File: config.mk
export PLATFORM = sky130hd
export DESIGN_NAME = input_unit_flat
export DESIGN_NICKNAME = d
export VERILOG_FILES = /design/src/rtl/input_unit_if.sv /design/src/rtl/input_unit.sv /design/src/flat_wrapper.sv
export SDC_FILE = /design/constraint.sdc
export NUM_CORES = 1
export LEC_CHECK = 0
export BUFFER_PORTS_ARGS = -buffer_cell sky130_fd_sc_hd__buf_2
export CORE_ASPECT_RATIO = 0.8
export CORE_MARGIN = 2
export CORE_UTILIZATION = 32
export DETAILED_ROUTE_END_ITERATION = 8
export REMOVE_ABC_BUFFERS = 1
export SLEW_MARGIN = 20
export SYNTH_ARGS = -nofsm -noshare
export SYNTH_HDL_FRONTEND = slang
export SYNTH_SLANG_ARGS = --single-unit
File: constraint.sdc
create_clock -name clk -period 2.7 [get_ports clk]
set_clock_uncertainty 0.1 [all_clocks]
set_input_delay 0.27 -clock clk [delete_from_list [all_inputs] [get_ports clk]]
set_output_delay 0.27 -clock clk [all_outputs]
set_load 0.05 [all_outputs]
File: src/rtl/input_unit_if.sv
// input_unit_if: operator-entry bus between the keypad/CPU side and input_unit.
// Carries the switch digit, raw buttons, CPU load strobe and the value/status returned.
interface input_unit_if;
    logic [3:0] key_digit;
    logic       key_push;
    logic       key_enter;
    logic       li;
    logic [7:0] data_out;
    logic       ready;
    logic       err;
    logic [7:0] disp_bcd;

    // Operator/CPU side: drives buttons, digit and li; observes the result.
    modport master (
        output key_digit,
        output key_push,
        output key_enter,
        output li,
        input  data_out,
        input  ready,
        input  err,
        input  disp_bcd
    );

    // Entry unit side.
    modport slave (
        input  key_digit,
        input  key_push,
        input  key_enter,
        input  li,
        output data_out,
        output ready,
        output err,
        output disp_bcd
    );
endinterface

File: src/rtl/input_unit.sv
// input_unit: two-digit decimal entry front end with button sync/debounce and li handshake.
// Ports: clk, rst (sync, active high), bus (input_unit_if.slave: digit, buttons, li, value/status).
module input_unit #(
    parameter int unsigned DEBOUNCE_CYCLES = 4,
    parameter int unsigned CNT_W           = 16
) (
    input  logic         clk,
    input  logic         rst,
    input_unit_if.slave  bus
);

    typedef enum logic [1:0] {
        S_IDLE,
        S_ONE,
        S_TWO,
        S_FULL
    } state_e;

    localparam logic [CNT_W-1:0] CNT_MAX = CNT_W'(DEBOUNCE_CYCLES - 1);

    // Index 0 = digit button, index 1 = enter button.
    logic [1:0]       raw;
    logic [1:0]       sync1_q;
    logic [1:0]       sync2_q;
    logic [1:0]       db_q;
    logic [1:0]       db_d;
    logic [1:0]       db_prev_q;
    logic [CNT_W-1:0] cnt_q [2];
    logic [CNT_W-1:0] cnt_d [2];
    logic [1:0]       press;
    logic             push_p;
    logic             enter_p;

    state_e           state_q;
    state_e           state_d;
    logic [3:0]       tens_q;
    logic [3:0]       tens_d;
    logic [3:0]       ones_q;
    logic [3:0]       ones_d;
    logic [7:0]       data_q;
    logic [7:0]       data_d;
    logic             ready_q;
    logic             ready_d;
    logic             err_q;
    logic             err_d;
    logic             digit_ok;
    logic [7:0]       value;

    assign raw = {bus.key_enter, bus.key_push};

    // Debounced level follows the synced level only after it has
    // differed for DEBOUNCE_CYCLES consecutive clocks.
    always_comb begin
        for (int i = 0; i < 2; i++) begin
            db_d[i]  = db_q[i];
            cnt_d[i] = '0;
            if (sync2_q[i] != db_q[i]) begin
                if (cnt_q[i] == CNT_MAX) begin
                    db_d[i] = ~db_q[i];
                end else begin
                    cnt_d[i] = cnt_q[i] + 1'b1;
                end
            end
        end
    end

    always_ff @(posedge clk) begin
        if (rst) begin
            sync1_q   <= '0;
            sync2_q   <= '0;
            db_q      <= '0;
            db_prev_q <= '0;
            cnt_q[0]  <= '0;
            cnt_q[1]  <= '0;
        end else begin
            sync1_q   <= raw;
            sync2_q   <= sync1_q;
            db_q      <= db_d;
            db_prev_q <= db_q;
            cnt_q[0]  <= cnt_d[0];
            cnt_q[1]  <= cnt_d[1];
        end
    end

    assign press   = db_q & ~db_prev_q;
    // Enter takes priority: a coincident digit press is dropped silently.
    assign enter_p = press[1];
    assign push_p  = press[0] & ~press[1];

    assign digit_ok = (bus.key_digit <= 4'd9);
    assign value    = ({4'b0, tens_q} << 3) + ({4'b0, tens_q} << 1)
                    + {4'b0, ones_q};

    always_comb begin
        state_d = state_q;
        tens_d  = tens_q;
        ones_d  = ones_q;
        data_d  = data_q;
        ready_d = ready_q;
        err_d   = err_q;
        unique case (state_q)
            S_IDLE: begin
                if (push_p) begin
                    if (digit_ok) begin
                        tens_d  = 4'd0;
                        ones_d  = bus.key_digit;
                        err_d   = 1'b0;
                        state_d = S_ONE;
                    end else begin
                        err_d = 1'b1;
                    end
                end
            end
            S_ONE: begin
                if (enter_p) begin
                    data_d  = value;
                    ready_d = 1'b1;
                    state_d = S_FULL;
                end else if (push_p) begin
                    if (digit_ok) begin
                        tens_d  = ones_q;
                        ones_d  = bus.key_digit;
                        err_d   = 1'b0;
                        state_d = S_TWO;
                    end else begin
                        err_d = 1'b1;
                    end
                end
            end
            S_TWO: begin
                if (enter_p) begin
                    data_d  = value;
                    ready_d = 1'b1;
                    state_d = S_FULL;
                end else if (push_p) begin
                    err_d = 1'b1;
                end
            end
            S_FULL: begin
                // data_out is held after consume until the next FULL entry.
                if (bus.li) begin
                    ready_d = 1'b0;
                    tens_d  = 4'd0;
                    ones_d  = 4'd0;
                    state_d = S_IDLE;
                end
            end
            default: state_d = S_IDLE;
        endcase
    end

    always_ff @(posedge clk) begin
        if (rst) begin
            state_q <= S_IDLE;
            tens_q  <= '0;
            ones_q  <= '0;
            data_q  <= '0;
            ready_q <= 1'b0;
            err_q   <= 1'b0;
        end else begin
            state_q <= state_d;
            tens_q  <= tens_d;
            ones_q  <= ones_d;
            data_q  <= data_d;
            ready_q <= ready_d;
            err_q   <= err_d;
        end
    end

    assign bus.data_out = data_q;
    assign bus.ready    = ready_q;
    assign bus.err      = err_q;
    assign bus.disp_bcd = {tens_q, ones_q};

endmodule

File: src/flat_wrapper.sv
// flat-port wrapper written by rule: the top's interface ports become plain ports
module input_unit_flat 
#(
    parameter int unsigned DEBOUNCE_CYCLES = 4,
    parameter int unsigned CNT_W           = 16
)
  (clk, rst, bus_key_digit, bus_key_push, bus_key_enter, bus_li, bus_data_out, bus_ready, bus_err, bus_disp_bcd);
  input_unit_if bus_i ();
  input  logic clk;
  input  logic rst;
  input wire logic [$bits(bus_i.key_digit)-1:0] bus_key_digit;
  input wire logic [$bits(bus_i.key_push)-1:0] bus_key_push;
  input wire logic [$bits(bus_i.key_enter)-1:0] bus_key_enter;
  input wire logic [$bits(bus_i.li)-1:0] bus_li;
  output wire logic [$bits(bus_i.data_out)-1:0] bus_data_out;
  output wire logic [$bits(bus_i.ready)-1:0] bus_ready;
  output wire logic [$bits(bus_i.err)-1:0] bus_err;
  output wire logic [$bits(bus_i.disp_bcd)-1:0] bus_disp_bcd;
  assign bus_i.key_digit = bus_key_digit;
  assign bus_i.key_push = bus_key_push;
  assign bus_i.key_enter = bus_key_enter;
  assign bus_i.li = bus_li;
  assign bus_data_out = bus_i.data_out;
  assign bus_ready = bus_i.ready;
  assign bus_err = bus_i.err;
  assign bus_disp_bcd = bus_i.disp_bcd;
  input_unit #(.DEBOUNCE_CYCLES(DEBOUNCE_CYCLES), .CNT_W(CNT_W)) u_core (.clk(clk), .rst(rst), .bus(bus_i));
endmodule
==> reports/metrics.csv <==
stage,metric,value,unit
synth,post-synth cell types,42,
setup_path,"setup slack, reg-to-reg",0.31,ns
pwr,leakage,1.24,nW
hold_path,WHS Path Cells,2,
pwr,Power Density,534,nW/um^2
pwr,P_sw,0.000397,W
timing,crit path time final,2.39,ns
pwr,switching share of power,22.6,%
hold_path,hold path start,bus_key_push,
clocking,root buf cell,clkbuf_8,
floorplan,Chip Height,88.7,um
final_layout,"most common cell after layout, fill and taps aside",dfxtp_1,
pwr,Combinational Power Share,4.9,%
detailed_routing,Routed Antenna Nets,0,
final_layout,ant diodes,0,
floorplan,chip width,110,um
final_layout,layout cell share with drive strength beyond 1,13.0,%
placed_design,Port Buffers,26,
final_layout,# fillers,866,
setup_path,"Arr. time, crit path",2.55,ns
synth,syn_area_per_cell,8.85,um^2
final_layout,Synth-to-Final Area Change,14.6,%
synth,share of the synthesized area in the top cell type,41.9,%
floorplan,Core Region,8600,um^2
setup_path,WP data required,2.86,ns
synth,largest area contributor in the netlist,dfxtp_1,
synth,Post-synth EDFFs,0,
final_layout,highest-count cells in the layout ignoring fill and taps,"60 x dfxtp_1, 40 x nor2_1, 26 x buf_2, 18 x a21oi_1",
synth,Gate Count Post-Synth,324,
detailed_routing,vias per inst,5.03,
hold_path,Hold Path Class,in -> reg,
clocking,Setup Buffers After CTS,0,
setup_path,CP Cell Sequence,inv_1 > fa_1 > fa_1 > nor2b_1 > o21ai_0 > a2111o_1 > o211ai_1,
setup_path,Setup CP Type,reg -> reg,
setup_path,CP Launch Type,flop,
global_routing,initial antenna violation count,0,
setup_path,reg2reg start,u_core.ones_q[3]$_SDFFE_PP0P_,
detailed_routing,Detailed Routing Iterations Pass 1,4,
clocking,clk_lat worst skew,0.33,ns
job,max cap viols,0,
setup_path,Worst R2R Path Depth,7,
setup_path,Setup crit end kind,flop,
final_layout,final non-filler cell total,465,
timing,fmax,0.419,GHz
global_routing,pin count of the biggest net entering global routing,24,
final_layout,Finished Cell Area,3280,um^2
synth,Synthesis Warnings,0,
hold_path,Hold EP,u_core.sync1_q[0]$_SDFF_PP0_,
global_routing,first-pass GRT wire length,10.3,mm
pwr,Clock Power Share,43.7,%
timing,Worst Tran Pin Value,0.518,ns
detailed_routing,Remaining DRCs,0,
final_layout,fin nets,376,
placed_design,dpl hpwl,4.14,mm
synth,"flops & latches, synth",60,
pwr,Cell Int Power,0.00136,W
clocking,PostCTS Resize Cnt,0,
clocking,CTS tree,yes,
placed_design,placed insts,452,
placed_design,area post-placement,3110,um^2
clocking,Clock Path Buffers,2,
detailed_routing,WL per Instance,12.7,um
detailed_routing,DR vias,2339,
timing,fin crit share,88.4,%
timing,Slew Limit Fails,0,
timing,Setup TNS,0,ns
detailed_routing,WL final,5.92,mm
run_status,status,"complete, no violations",
final_layout,post-layout util,38.2,%
placed_design,Final Wtd Congestion,0.813,
setup_path,CP Max Fanout,4,
synth,synthesized area,2870,um^2
setup_path,reg2reg end,u_core.bus.data_out[6]$_SDFFE_PP0P_,
timing,Worst slew margin,65.4,%
clocking,"Clk pin slew, worst setup/hold paths",0.07,ns
clocking,H-tree Lvls,3,
setup_path,crit path max-delay cell type,fa_1,
pwr,Seq pwr share,51.5,%
synth,Main synth FF type,dfxtp_1,
floorplan,IO Count,27,
synth,register area share after synthesis,41.9,%
timing,setup violators final,0,
synth,dominant cells by area after synthesis,"dfxtp_1 42%, ha_1 6.1%, nor2_1 5.2%, xnor2_1 4.9%, xor2_1 4.0%",
global_routing,number of global-route vias before repair,2199,
setup_path,CP dominant cell by count,fa_1,
timing,hold slack final,0.0632,ns
clocking,Num CTS Buffers,9,
pwr,peak supply drop,0.250,mV
clocking,hold buffer count at cts,0,
floorplan,Initial Util,33.3,%
clocking,Clock Sinks,60,
timing,RSZ-0062 raised after global routing,false,
detailed_routing,1st-iter DRT viols,111,
setup_path,CP max stage delay,0.53,ns
synth,Post-synth ARST share,0,%
global_routing,GRT Total Usage,13.5,%
global_routing,global route overflow,0,
floorplan,die footprint,9740,um^2
floorplan,row cnt,30,
timing,hold violation total from the final report,0,
==> how the worst max path moves through the flow <==
stage	end	startpoint	depth (start not counted)	slack, ns
2_1_floorplan	u_core.bus.data_out[6]$_SDFFE_PP0P_	u_core.ones_q[3]$_SDFFE_PP0P_	7	0.07
3_3_place_gp	u_core.bus.data_out[6]$_SDFFE_PP0P_	u_core.ones_q[3]$_SDFFE_PP0P_	7	0.40
3_5_place_dp	u_core.bus.data_out[6]$_SDFFE_PP0P_	u_core.ones_q[3]$_SDFFE_PP0P_	7	0.34
4_1_cts	u_core.bus.data_out[6]$_SDFFE_PP0P_	u_core.ones_q[3]$_SDFFE_PP0P_	7	0.32
5_1_grt	u_core.bus.data_out[6]$_SDFFE_PP0P_	u_core.ones_q[3]$_SDFFE_PP0P_	7	0.20
6_report	u_core.bus.data_out[6]$_SDFFE_PP0P_	u_core.ones_q[3]$_SDFFE_PP0P_	7	0.31
==> Yosys cell counts (2+ instances only) <==
cell      count
a211oi_1      3
a21oi_1      18
a31oi_1       2
and3_1        4
and4_1        3
clkbuf_1     12
dfxtp_1      60
fa_1          2
ha_1         14
inv_1        17
mux2i_1       3
nand2_1      14
nand2b_1      3
nand3_1      11
nand3b_1      4
nand4_1      17
nand4b_1      5
nor2_1       40
nor2b_1      11
nor3_1        5
nor3b_1       3
nor4_1       12
o211ai_1      2
o21ai_0      12
o32ai_1       2
or4_1         2
xnor2_1      16
xor2_1       13
==> flip-flops by register name (all words and copies together), names as in the netlist <==
register             cells
u_core.bus.data_out      8
u_core.bus.err           1
u_core.bus.ready         1
u_core.cnt_q            32
u_core.db_prev_q         2
u_core.db_q              2
u_core.ones_q            4
u_core.state_q           2
u_core.sync1_q           2
u_core.sync2_q           2
u_core.tens_q            4
==> stage by stage <==
step	power [W]	worst slack [ns]
4_1_cts	0.00178	0.316
6_report	0.00175	0.313
3_5_place_dp	0.00101	0.340
5_1_grt	0.00183	0.199
2_1_floorplan	0.000976	0.0718
3_3_place_gp	0.00101	0.401
==> final cells by class <==
type                    count  area (um^2)  share of cell area [%]
well taps                 112          140                    4.27
repair buffers             29          153                    4.65
flip-flops and latches     60         1200                    36.6
clock inverters             3         40.0                    1.22
clock buffers              10          138                    4.19
inverters                  17         63.8                    1.94
multi-input cells         234         1550                    47.2
==> logic make-up after synthesis <==
kind of cell	share of synthesized area (%)
AOI/OAI and AO/OA	9.38
muxes	1.05
adders and majority gates	7.51
and+or+nand+nor	27.2
xor gates and xnor gates	8.86
buffers and inverters	4.06
DFF	41.9
==> worst max-delay path: cells and delay by family (launching register included) <==
kind,cells,cell delay [ns]
AND/OR/NAND/NOR,1,0.15
buffers and inverters,1,0.09
flip-flops,1,0.38
AO/OA/AOI/OAI,3,0.62
adder cells (fa/ha/maj),2,0.98
==> layer usage <==
layer	wire, um	share of wire, %	GRT usage [%]
met1	3060	52	17.9
met4	62	1.0	4.49
met2	2530	43	20.4
met3	271	4.6	4.86
met5	0	0	0
==> power groups by stage <==
stage          combinational (W)  clock [W]  sequential, W
6_report               0.0000857   0.000765       0.000902
5_1_grt                0.0000963   0.000832       0.000903
4_1_cts                0.0000853   0.000790       0.000902
3_5_place_dp           0.0000840          0       0.000922
3_3_place_gp           0.0000864          0       0.000921
2_1_floorplan          0.0000468          0       0.000929
Power figures use the tool's default switching activity.
